[config.mk]
export PLATFORM = sky130hd
export DESIGN_NAME = seq_feeder
export DESIGN_NICKNAME = d
export VERILOG_FILES = /design/src/rtl/seq_feeder.sv
export SDC_FILE = /design/constraint.sdc
export NUM_CORES = 1
export LEC_CHECK = 0
export ABC_AREA = 1
export ABC_CLOCK_PERIOD_IN_PS = 2800
export CAP_MARGIN = 20
export CORE_ASPECT_RATIO = 1.75
export CORE_UTILIZATION = 42
export CTS_BUF_LIST = sky130_fd_sc_hd__clkbuf_4 sky130_fd_sc_hd__clkbuf_8
export DETAILED_ROUTE_END_ITERATION = 10
export PLACE_DENSITY_LB_ADDON = 0.25
export SYNTH_ARGS = -nofsm -noshare
export SYNTH_HDL_FRONTEND = slang
export SYNTH_SLANG_ARGS = --single-unit
[constraint.sdc]
create_clock -name clk -period 2.8 [get_ports clk]
set_input_delay 0.28 -clock clk [delete_from_list [all_inputs] [get_ports clk]]
set_output_delay 0.28 -clock clk [all_outputs]
set_load 0.01 [all_outputs]
[src/rtl/seq_feeder.sv]
// rtl/seq_feeder.sv - Host-loaded S/T symbol buffers streamed to a systolic alignment array.
// Optional result-wait watchdog enabled by defining FEEDER_TIMEOUT_EN.
module seq_feeder #(
    parameter int          S_DEPTH   = 64,
    parameter int          T_DEPTH   = 256,
    parameter logic [15:0] TO_CYCLES = 16'd4096
) (
    input  logic        clk,
    input  logic        reset_i,
    input  logic        wr_en_i,
    input  logic        wr_sel_i,
    input  logic [2:0]  wr_data_i,
    input  logic        start_i,
    input  logic        core_valid_i,
    input  logic        core_busy_i,
    input  logic        t_valid_in_i,
    input  logic [15:0] max_i,
    output logic [2:0]  s_o,
    output logic [2:0]  t_o,
    output logic [15:0] s_len_o,
    output logic [15:0] t_len_o,
    output logic        busy_o,
    output logic        done_o,
    output logic [15:0] score_o,
    output logic        err_o
);

    localparam int          SAW   = (S_DEPTH > 1) ? $clog2(S_DEPTH) : 1;
    localparam int          TAW   = (T_DEPTH > 1) ? $clog2(T_DEPTH) : 1;
    localparam logic [15:0] S_MAX = 16'(S_DEPTH);
    localparam logic [15:0] T_MAX = 16'(T_DEPTH);

    typedef enum logic [1:0] {IDLE, SEND_S, SEND_T, WAIT_RES} state_t;

    state_t      r_state;
    state_t      w_next;
    logic [2:0]  r_s_mem [S_DEPTH];
    logic [2:0]  r_t_mem [T_DEPTH];
    logic [15:0] r_s_ptr;
    logic [15:0] r_t_ptr;
    logic [15:0] r_idx;
    logic [15:0] r_score;
    logic        r_done;
    logic        r_err;

    logic w_idle;
    logic w_len_ok;
    logic w_start_ok;
    logic w_start_bad;
    logic w_wr_ok;
    logic w_s_full;
    logic w_t_full;
    logic w_s_wr;
    logic w_t_wr;
    logic w_wr_drop;
    logic w_s_last;
    logic w_t_last;
    logic w_capture;
    logic w_timeout;

    assign w_idle      = (r_state == IDLE);
    assign w_len_ok    = (r_s_ptr != 16'd0) && (r_s_ptr <= S_MAX) &&
                         (r_t_ptr != 16'd0) && (r_t_ptr <= T_MAX);
    assign w_start_ok  = w_idle && start_i && w_len_ok && !core_busy_i;
    assign w_start_bad = w_idle && start_i && !w_start_ok;
    // An accepted start freezes the lengths, so a same-cycle write is discarded.
    assign w_wr_ok     = w_idle && wr_en_i && !w_start_ok;
    assign w_s_full    = (r_s_ptr >= S_MAX);
    assign w_t_full    = (r_t_ptr >= T_MAX);
    assign w_s_wr      = w_wr_ok && !wr_sel_i && !w_s_full;
    assign w_t_wr      = w_wr_ok &&  wr_sel_i && !w_t_full;
    assign w_wr_drop   = w_wr_ok && (wr_sel_i ? w_t_full : w_s_full);
    assign w_s_last    = (r_idx == r_s_ptr - 16'd1);
    assign w_t_last    = (r_idx == r_t_ptr - 16'd1);
    assign w_capture   = (r_state == WAIT_RES) && core_valid_i;

`ifdef FEEDER_TIMEOUT_EN
    logic [15:0] r_wdog;

    always_ff @(posedge clk or posedge reset_i) begin
        if (reset_i) begin
            r_wdog <= 16'd0;
        end else if ((r_state == WAIT_RES) && !core_valid_i) begin
            r_wdog <= r_wdog + 16'd1;
        end else begin
            r_wdog <= 16'd0;
        end
    end

    assign w_timeout = (r_state == WAIT_RES) && !core_valid_i && (r_wdog == TO_CYCLES - 16'd1);
`else
    logic w_unused_to;
    assign w_unused_to = ^TO_CYCLES;
    assign w_timeout   = 1'b0;
`endif

    always_ff @(posedge clk or posedge reset_i) begin
        if (reset_i) begin
            r_state <= IDLE;
        end else begin
            r_state <= w_next;
        end
    end

    always_comb begin
        w_next = r_state;
        s_o    = 3'd0;
        t_o    = 3'd0;
        case (r_state)
            IDLE: begin
                if (w_start_ok) w_next = SEND_S;
            end
            SEND_S: begin
                s_o = r_s_mem[r_idx[SAW-1:0]];
                if (w_s_last) w_next = SEND_T;
            end
            SEND_T: begin
                if (t_valid_in_i) begin
                    t_o = r_t_mem[r_idx[TAW-1:0]];
                    if (w_t_last) w_next = WAIT_RES;
                end
            end
            WAIT_RES: begin
                if (w_capture || w_timeout) w_next = IDLE;
            end
            default: w_next = IDLE;
        endcase
    end

    always_ff @(posedge clk) begin
        if (w_s_wr) r_s_mem[r_s_ptr[SAW-1:0]] <= wr_data_i;
        if (w_t_wr) r_t_mem[r_t_ptr[TAW-1:0]] <= wr_data_i;
    end

    always_ff @(posedge clk or posedge reset_i) begin
        if (reset_i) begin
            r_s_ptr <= 16'd0;
            r_t_ptr <= 16'd0;
            r_idx   <= 16'd0;
            r_score <= 16'd0;
            r_done  <= 1'b0;
            r_err   <= 1'b0;
        end else begin
            r_done <= w_capture;
            if (w_capture) r_score <= max_i;

            if (w_capture || w_timeout) begin
                r_s_ptr <= 16'd0;
                r_t_ptr <= 16'd0;
            end else begin
                if (w_s_wr) r_s_ptr <= r_s_ptr + 16'd1;
                if (w_t_wr) r_t_ptr <= r_t_ptr + 16'd1;
            end

            // One read index serves both streams; it rewinds when S finishes.
            case (r_state)
                SEND_S:  r_idx <= w_s_last ? 16'd0 : r_idx + 16'd1;
                SEND_T:  if (t_valid_in_i) r_idx <= w_t_last ? 16'd0 : r_idx + 16'd1;
                default: r_idx <= 16'd0;
            endcase

            if (w_start_ok) begin
                r_err <= 1'b0;
            end else if (w_start_bad || w_wr_drop || w_timeout) begin
                r_err <= 1'b1;
            end
        end
    end

    assign s_len_o = r_s_ptr;
    assign t_len_o = r_t_ptr;
    assign busy_o  = (r_state != IDLE);
    assign done_o  = r_done;
    assign score_o = r_score;
    assign err_o   = r_err;

endmodule

# Word-level counts from Yosys, hierarchy flattened
# Memories as Yosys holds them, arrays and structs flattened.
# Cells that the tools add are included.
# word_totals
elab_cells	81
mem_bits_rw	960
n_memories	2
output_inout_bits	57
register_bits	68
# op_classes
n_eq_ne	10
add_sub_neg	5
n_reduce_logical	29
magnitude_cmp	4
muxes	24
# mem_list
memory	depth	width	read_ports	rd_ports_with_merged_regs	write_ports	line	source
r_t_mem	256	3	1	0	1	38	logic [2:0] r_t_mem [T_DEPTH];
r_s_mem	64	3	1	0	1	37	logic [2:0] r_s_mem [S_DEPTH];
# ops
op	count
$mux W16	7
$add A16 B1 Y16 const B	3
$eq A16 B16 Y1	2
$pmux W16 S2	1
$reduce_bool A16 Y1	2
$sub A16 B1 Y16 const B	2
$ge A16 B7 Y1 const B	1
$ge A16 B9 Y1 const B	1
$le A16 B7 Y1 const B	1
$le A16 B9 Y1 const B	1
$logic_and A1 B1 Y1	15
$mux W2	5
$mux W3	3
$ne A2 B2 Y1 const B	4
$pmux W2 S4	1
$reduce_bool A2 Y1	4
$mux W1	7
$logic_not A1 Y1	5
$reduce_and A5 Y1	1
$eq A2 B2 Y1 const B	2
$eq A2 B1 Y1 const B	1
$logic_not A2 Y1	1
$ne A2 B1 Y1 const B	1
$logic_or A1 B1 Y1	1

# Logic depth before layout (Yosys ltp)
# Gate-level depths: netlist (run 1).
# logic_depth
ltp_word	12
mapped_depth	18
mapped_depth_nobuf	17

# Least setup slack after synthesis (run 1)
# OpenSTA, ideal clock, no wires.
# synth_timing
path_kind	register to register
from	reg r_t_ptr[0], in the netlist t_len_o[0]
to	mem r_t_mem[93][0], enable pin
stages_incl_launch_ff	15
arrival_time_ns	2.250
period_less_slack_ns	2.569
setup_ns	0.319
t_required_ns	2.481
path_slack_ns	0.231
path_cell_list	dfrtp_1 > inv_1 > ha_1 > nand2_2 > nor2_4 > o21ai_1 > nand2_2 > nand2_4 > inv_2 > nand2_2 > nor2_2 > buf_6 > nand3_2 > buf_4 > nor2_1
# synth_via
elab_chain_cells	11
# synth_rtl
element	line	source
from (decl)	40	logic [15:0] r_t_ptr;
from (signal assigned)	152	if (w_t_wr) r_t_ptr <= r_t_ptr + 16'd1;
branches (longest 11 deep; another with $le A16 B9 Y1)	--	
to (decl)	38	
# Parallel ways; which one is timed is not known.

# Worst setup path after layout (run 1)
# layout_timing
from	reg r_idx[0]
to	out t_o[1]
# layout_via
elab_chain_cells	3
# layout_rtl
element	line	source
from (decl)	41	logic [15:0] r_idx;
from (signal assigned)	157	SEND_S: r_idx <= w_s_last ? 16'd0 : r_idx + 16'd1;
from (signal assigned)	158	SEND_T: if (t_valid_in_i) r_idx <= w_t_last ? 16'd0 : r_idx + 16'd1;
$mem_v2 Z256 W3	--	
$mux W3	118	if (t_valid_in_i) begin
$mux W3	109	case (r_state)
to (decl)	19	output logic [2:0] t_o,
# Every way passes these cells.

==> summary.txt, run 1 <==
Critical path
  • CP Capture Type: output pin
  • Critical-path cell list: inv_8 -> buf_16 -> buf_12 -> buf_16 -> buf_12 -> o21ai_1 -> o22ai_1 -> nand2_1 -> nand2_1 -> nand3_2 -> nand3_2 -> nand3_4 -> nand3_2 -> nand2_2 -> nor2_4 -> buf_6
  • Critical path required time: 2520 ps
  • CP max stage delay: 580 ps
  • Max FO, Critical Path: 7
  • CP dominant cell by count: nand3_2
  • CP startpoint kind: register
  • CP max-delay cell: dfrtp_4
  • CP arrival: 3330 ps
  • Crit path kind: reg -> out

Timing
  • # setup viols final: 6
  • RSZ-0062 raised after global routing: yes
  • Fin crit period: 3610 ps
  • Worst slew pin tran: 769 ps
  • Slew margin rel.: 48.6%
  • Final Hold Viols: 0
  • Setup ws final: -809 ps
  • Clk_skew: 31.1 ps
  • Fmax: 0.277 GHz
  • Hold WS: 298 ps
  • Fin. max-slew vios: 0
  • Crit share post-route: 129%

Routing
  • First DRT Iteration DRCs: 2,707
  • Routed len/inst: 24.1 um
  • Final Routed Wirelength: 140,000 um
  • Via count: 32.0k
  • Post-route DRC: 8
  • Drt pass-1 iters: 9
  • ANT nets after route: 0
  • Via density: 5.53

Floorplanning
  • Num rows: 156
  • Top Ports: 84
  • Die width: 247 um
  • Core area: 104,000 um^2
  • Die area: 106,000 um^2
  • Initial Utilization: 42.5%
  • Die H: 430 um

Logic synthesis
  • Seq cells post-synth: 1,028
  • FFs w/ async S/R, synth: 6.61%
  • Syn Nets: 4,011
  • Syn Inst Count: 3,972
  • Post-synth EDFFs: 960
  • Syn Area/Cell: 11.1 um^2
  • Post-Syn Area: 44,000 um^2
  • Main synth FF type: edfxtp_1
  • Register area share after synthesis: 69.4%
  • Synth warn: 0
  • Unique masters post-synth: 38

Place
  • Placed cells: 5,430
  • GP Congestion: 0.885
  • Final HPWL DP: 86,400 um
  • Port Buffers: 83

Cells and area
  • Post-route non-filler standard cell count: 5,790
  • Fin util: 53.2%
  • Final nets: 4,373
  • Area growth syn-to-layout: 25.2%
  • Ratio of cells with drive above 1 in the final layout: 21.7%

Power and ir drop
  • Static Leak: 19.3 nW
  • Seq pwr share: 54.6%
  • Gate power share: 4.5%
  • Pwr Density: 559 nW/um^2
  • Sw Pwr: 6.63 mW
  • Clock share of power: 41.0%
  • Switching Share: 21.6%
  • Int Pwr: 24.1 mW
  • VDD IR max: 295 uV

Global route
  • First-pass GRT wire length: 201,000 um
  • Initial antenna violation count: 1
  • Largest net degree at the start of global routing: 92
  • Total GRT Usage: 26.1%
  • Number of global-route vias before repair: 32.6k
  • Total grt overflow: 0

Job
  • Maxcap violations: 0

Clock network
  • Clk slew on worst S/H paths: 70 ps
  • TritonCTS Buffers: 145
  • CTS root buf: clkbuf_8
  • CTS Buffer Depth: 3
  • H-tree Lvls: 4
  • CTS tree: done
  • Clk_lat worst skew: 860 ps
  • # clock sinks: 1,028

Outcome
  • Status: finished, violations left
  • Violated checks: design-rule violations, negative setup slack

Min path
  • Hold Path Class: in -> reg
## power by group through the flow
stage	Sequential (mW)	Clock (mW)	Combinational (mW)
3_5_place_dp	17.1	0	0.983
6_report	16.8	12.6	1.38
5_1_grt	16.8	13.4	1.46
3_3_place_gp	17.1	0	0.974
2_1_floorplan	17.1	0	0.421
4_1_cts	16.8	12.8	1.31
## area by class of cell
cell class,count,area (um^2)
Multi-Input combinational cell,2600,13600
Fill cell,8783,48500
Clock inverter,72,711
Tap cell,1343,1680
Inverter,99,387
Timing Repair Buffer,460,5830
Antenna cell,1,2.50
Sequential cell,1028,30500
Clock buffer,187,2350
## critical path, delay by kind of cell (launching register included)
kind                   cells  cell delay, ps
AOI/OAI and AO/OA          2             220
buffers and inverters      6             790
and+or+nand+nor            8             890
DFF                        1             580
## through the flow
step	power [mW]	setup TNS, ps	area, um^2	setup slack, ps
after floorplan	17.5	0	44000	231
final	30.8	-4510	55100	-809
after global placement	18.1	-4920	48500	-934
after CTS	30.9	-4570	53900	-852
after global routing	31.6	-6140	55100	-960
after detailed placement	18.1	-5020	48500	-929
## Yosys cell counts, drive strengths merged (2+ instances only)
master  instances  area, um^2
nand2         713        2720
mux2i          36         360
a21boi         57         428
nand4           6        37.5
a21oi         123         616
nand3b          6        45.0
inv            94         353
nand3         130         688
o22ai         154         963
edfxtp        960       28800
nor2          862        3320
xor2           29         254
nor3            6        35.0
ha             12         150
o21ai         443        2220
nor4            2        12.5
clkinv          5        18.8
dfrtp          68        1700
xnor2          15         131
a211oi          3        22.5
buf            98         531
clkbuf        147         552
## layer usage
metal  vias up  global-route usage (%)  share of wire [%]
met1     15837                    27.6                 34
met4         0                    17.0                6.3
li1      14625                       -                  -
met2      1188                    47.3                 53
met3       385                    4.42                5.9
met5         -                       0                  0
## flip-flops by register name, summed over array words and instances, names as in the netlist
name,count
done_o,1
err_o,1
r_idx,16
r_s_mem,192
r_state,2
r_t_mem,768
s_len_o,16
score_o,16
t_len_o,16
## cell families after synthesis
kind of cell / share of synthesized area [%]
flops: 69.4
xor+xnor: 0.927
buf+inv: 3.30
compound gates: 9.68
mux: 0.819
simple gates: 15.6
fa+ha+maj: 0.341
## placed cells by master (no fill, tap or decap), types with 65 or more instances in the layout
| cell type | n |
|---|---|
| o21ai_0 | 358 |
| inv_1 | 87 |
| clkbuf_8 | 151 |
| buf_12 | 87 |
| nand2_1 | 675 |
| clkdlybuf4s50_1 | 74 |
| a21oi_1 | 107 |
| o22ai_1 | 128 |
| nor2_1 | 678 |
| edfxtp_1 | 960 |
| nor2_2 | 129 |
| buf_4 | 195 |
| nand3_1 | 65 |
## worst paths after layout
check                       startpoint     endpoint  slack, ps  cells past startpoint
max                           r_idx[0]       t_o[1]       -810                     16
min                            wr_en_i        err_o        300                      5
max reg2reg                   r_idx[0]    r_idx[14]         20                     13
max in group asynchronous      reset_i   s_len_o[7]       1740                      4
min in group asynchronous      reset_i   s_len_o[2]        410                      3
min reg2reg                score_o[14]  score_o[14]        480                      2
## what timing repair did
item                                    CTS  global route
setup buffers                            36            21
cloned                                   27             9
endpoints found under the setup margin   30           616
pin swaps                                99           121
hold buffers                             20             0
hold endpoints to repair                222             0
resized for setup                       279           325
Note: power is estimated with default switching activity, not from simulation.
==> inputs of run 2 (changes only) <==
--- a/config.mk
+++ b/config.mk
@@ -13,6 +13,7 @@
 export CTS_BUF_LIST = sky130_fd_sc_hd__clkbuf_4 sky130_fd_sc_hd__clkbuf_8
 export DETAILED_ROUTE_END_ITERATION = 10
 export PLACE_DENSITY_LB_ADDON = 0.25
+export RECOVER_POWER = 100
 export SYNTH_ARGS = -nofsm -noshare
 export SYNTH_HDL_FRONTEND = slang
 export SYNTH_SLANG_ARGS = --single-unit
==> summary.txt, run 2 (synthesized netlist as in run 1, its figures left out) <==
Job
  • Maxcap violations: 2

Floorplanning
  • Core area: 104,000 um^2
  • Num rows: 156
  • Die area: 106,000 um^2
  • Die H: 430 um
  • Initial Utilization: 42.5%
  • Die width: 247 um
  • Top Ports: 84

Timing
  • Fin Setup TNS: -87,430 ps
  • RSZ-0062 raised after global routing: yes
  • Crit share post-route: 129%
  • Hold WS: 302 ps
  • Fmax: 0.277 GHz
  • # setup viols final: 581
  • Fin. max-slew vios: 149
  • Worst slew pin tran: 1910 ps
  • Fin crit period: 3610 ps
  • Slew margin rel.: -27.1%
  • Setup ws final: -808 ps
  • Final Hold Viols: 0
  • Clk_skew: 33.9 ps

Cells and area
  • Final nets: 4,373
  • Final instance area: 54,800 um^2
  • Multi-input combinational cell area: 13,500 um^2
  • Commonest non-fill, non-tap cell in the layout: edfxtp_1
  • FF+latch area: 30,500 um^2
  • Fill cells: 8,834
  • Most frequent cells in the layout: 960 x edfxtp_1, 681 x nor2_1, 679 x nand2_1, 359 x o21ai_0, 176 x buf_4
  • Fin util: 52.9%
  • Area growth syn-to-layout: 24.4%
  • Ratio of cells with drive above 1 in the final layout: 21.2%
  • Max reg flops: 768

Clock network
  • Clk_lat worst skew: 870 ps
  • CTS root buf: clkbuf_8
  • # clock sinks: 1,028
  • CTS Buffer Depth: 3
  • CTS tree: done
  • TritonCTS Buffers: 145
  • Clk slew on worst S/H paths: 70 ps
  • H-tree Lvls: 4

Global route
  • Total GRT Usage: 26.1%
  • First-pass GRT wire length: 201,000 um
  • Largest net degree at the start of global routing: 92
  • Total grt overflow: 0
  • Initial antenna violation count: 1
  • Number of global-route vias before repair: 32.6k

Critical path
  • Crit path kind: reg -> out
  • CP max-delay cell: dfrtp_4
  • Critical-path cell list: inv_6 -> buf_12 -> buf_12 -> buf_4 -> o21ai_0 -> o22ai_1 -> nand2_1 -> nand2_1 -> nand3_2 -> nand3_4 -> nand3_4 -> nand3_2 -> nand2_2 -> nor2_4 -> buf_6
  • CP Capture Type: output pin
  • Bufs and invs on worst path: 5
  • Max FO, Critical Path: 7
  • CP arrival: 3330 ps
  • Largest delay contributor family on the critical path: simple AND/OR/NAND/NOR gates
  • CP startpoint kind: register
  • CP max stage delay: 540 ps
  • Critical path required time: 2520 ps

Power and ir drop
  • Static Leak: 19.2 nW
  • VDD IR max: 297 uV
  • Pwr Density: 561 nW/um^2

Routing
  • Via density: 5.55
  • Post-route DRC: 8
  • Drt pass-1 iters: 9
  • First DRT Iteration DRCs: 2,728
  • Top Metal Used: met4
  • Met2 Routed Length: 74,700 um
  • ANT nets after route: 0
  • Routed met1 length: 47,900 um
  • Routed len/inst: 24.1 um
  • Met3 wire length: 8060 um
  • Via count: 32.1k
  • Final Routed Wirelength: 140,000 um

Place
  • GP Congestion: 0.885
  • Port Buffers: 83
  • Final HPWL DP: 86,400 um
  • Placed Area: 48,500 um^2

Outcome
  • Status: finished, violations left
  • Violated checks: design-rule violations, max-capacitance violations, max-slew violations, negative setup slack

Min path
  • Hold Path Class: in -> reg
-- run 2: per-layer routing --
layer  vias up  global-route usage, %
li1      14633                      -
met1     15896                   27.6
met2      1168                   47.3
met3       418                   4.42
met4         0                   17.0
met5         -                      0
-- run 2: final timing paths --
check	depth (start not counted)	endpoint	slack, ps	startpoint
setup / recovery	15	t_o[1]	-810	r_idx[1]
hold / removal	4	err_o	300	start_i
setup reg to reg	15	r_t_mem[224][1]	-330	s_len_o[0]
hold reg to reg	2	score_o[14]	470	score_o[14]
max in group asynchronous	4	r_idx[14]	520	reset_i
min in group asynchronous	3	s_len_o[2]	730	reset_i
-- run 2: report_power, final --
group	internal, mW	total [mW]	leakage [nW]	switching, mW
combinational	0.516	1.34	8.21	0.820
clock	6.81	12.6	1.58	5.81
sequential	16.8	16.8	9.43	0.00464
total	24.1	30.8	19.2	6.63
-- run 2: worst reg2reg max path: cells and delay by family (launching register included) --
| family | cells | cell delay, ps |
|---|---|---|
| flip-flops | 1 | 380 |
| adder cells (fa/ha/maj) | 1 | 210 |
| AND/OR/NAND/NOR | 10 | 1730 |
| AO/OA/AOI/OAI | 1 | 160 |
| buffers and inverters | 3 | 340 |
-- run 2: cell type report --
cell class | count | area share, %
antenna | 1 | 0.00457
clock buffer | 187 | 4.29
clock inverter | 72 | 1.30
inverter | 99 | 0.706
multi-input combinational | 2600 | 24.7
sequential | 1028 | 55.8
tap | 1343 | 3.07
timing repair buffer | 460 | 10.2
-- run 2: stage by stage --
stage | cells | setup slack [ps] | power (mW)
CTS | 5769 | -852 | 30.9
global route | 5790 | -960 | 31.6
finish | 5790 | -808 | 30.8
detailed placement | 5430 | -929 | 18.1
floorplan | 3972 | 231 | 17.5
global placement | 5430 | -934 | 18.1
-- run 2: repair_timing --
action / 4_1_cts / 5_1_grt
hold buffers: 20 / 0
buffers inserted: 36 / 21
resized for setup: 279 / 325
setup endpoints to repair: 30 / 616
pin swaps: 99 / 121
cloned: 27 / 9
hold endpoints to repair: 222 / 0
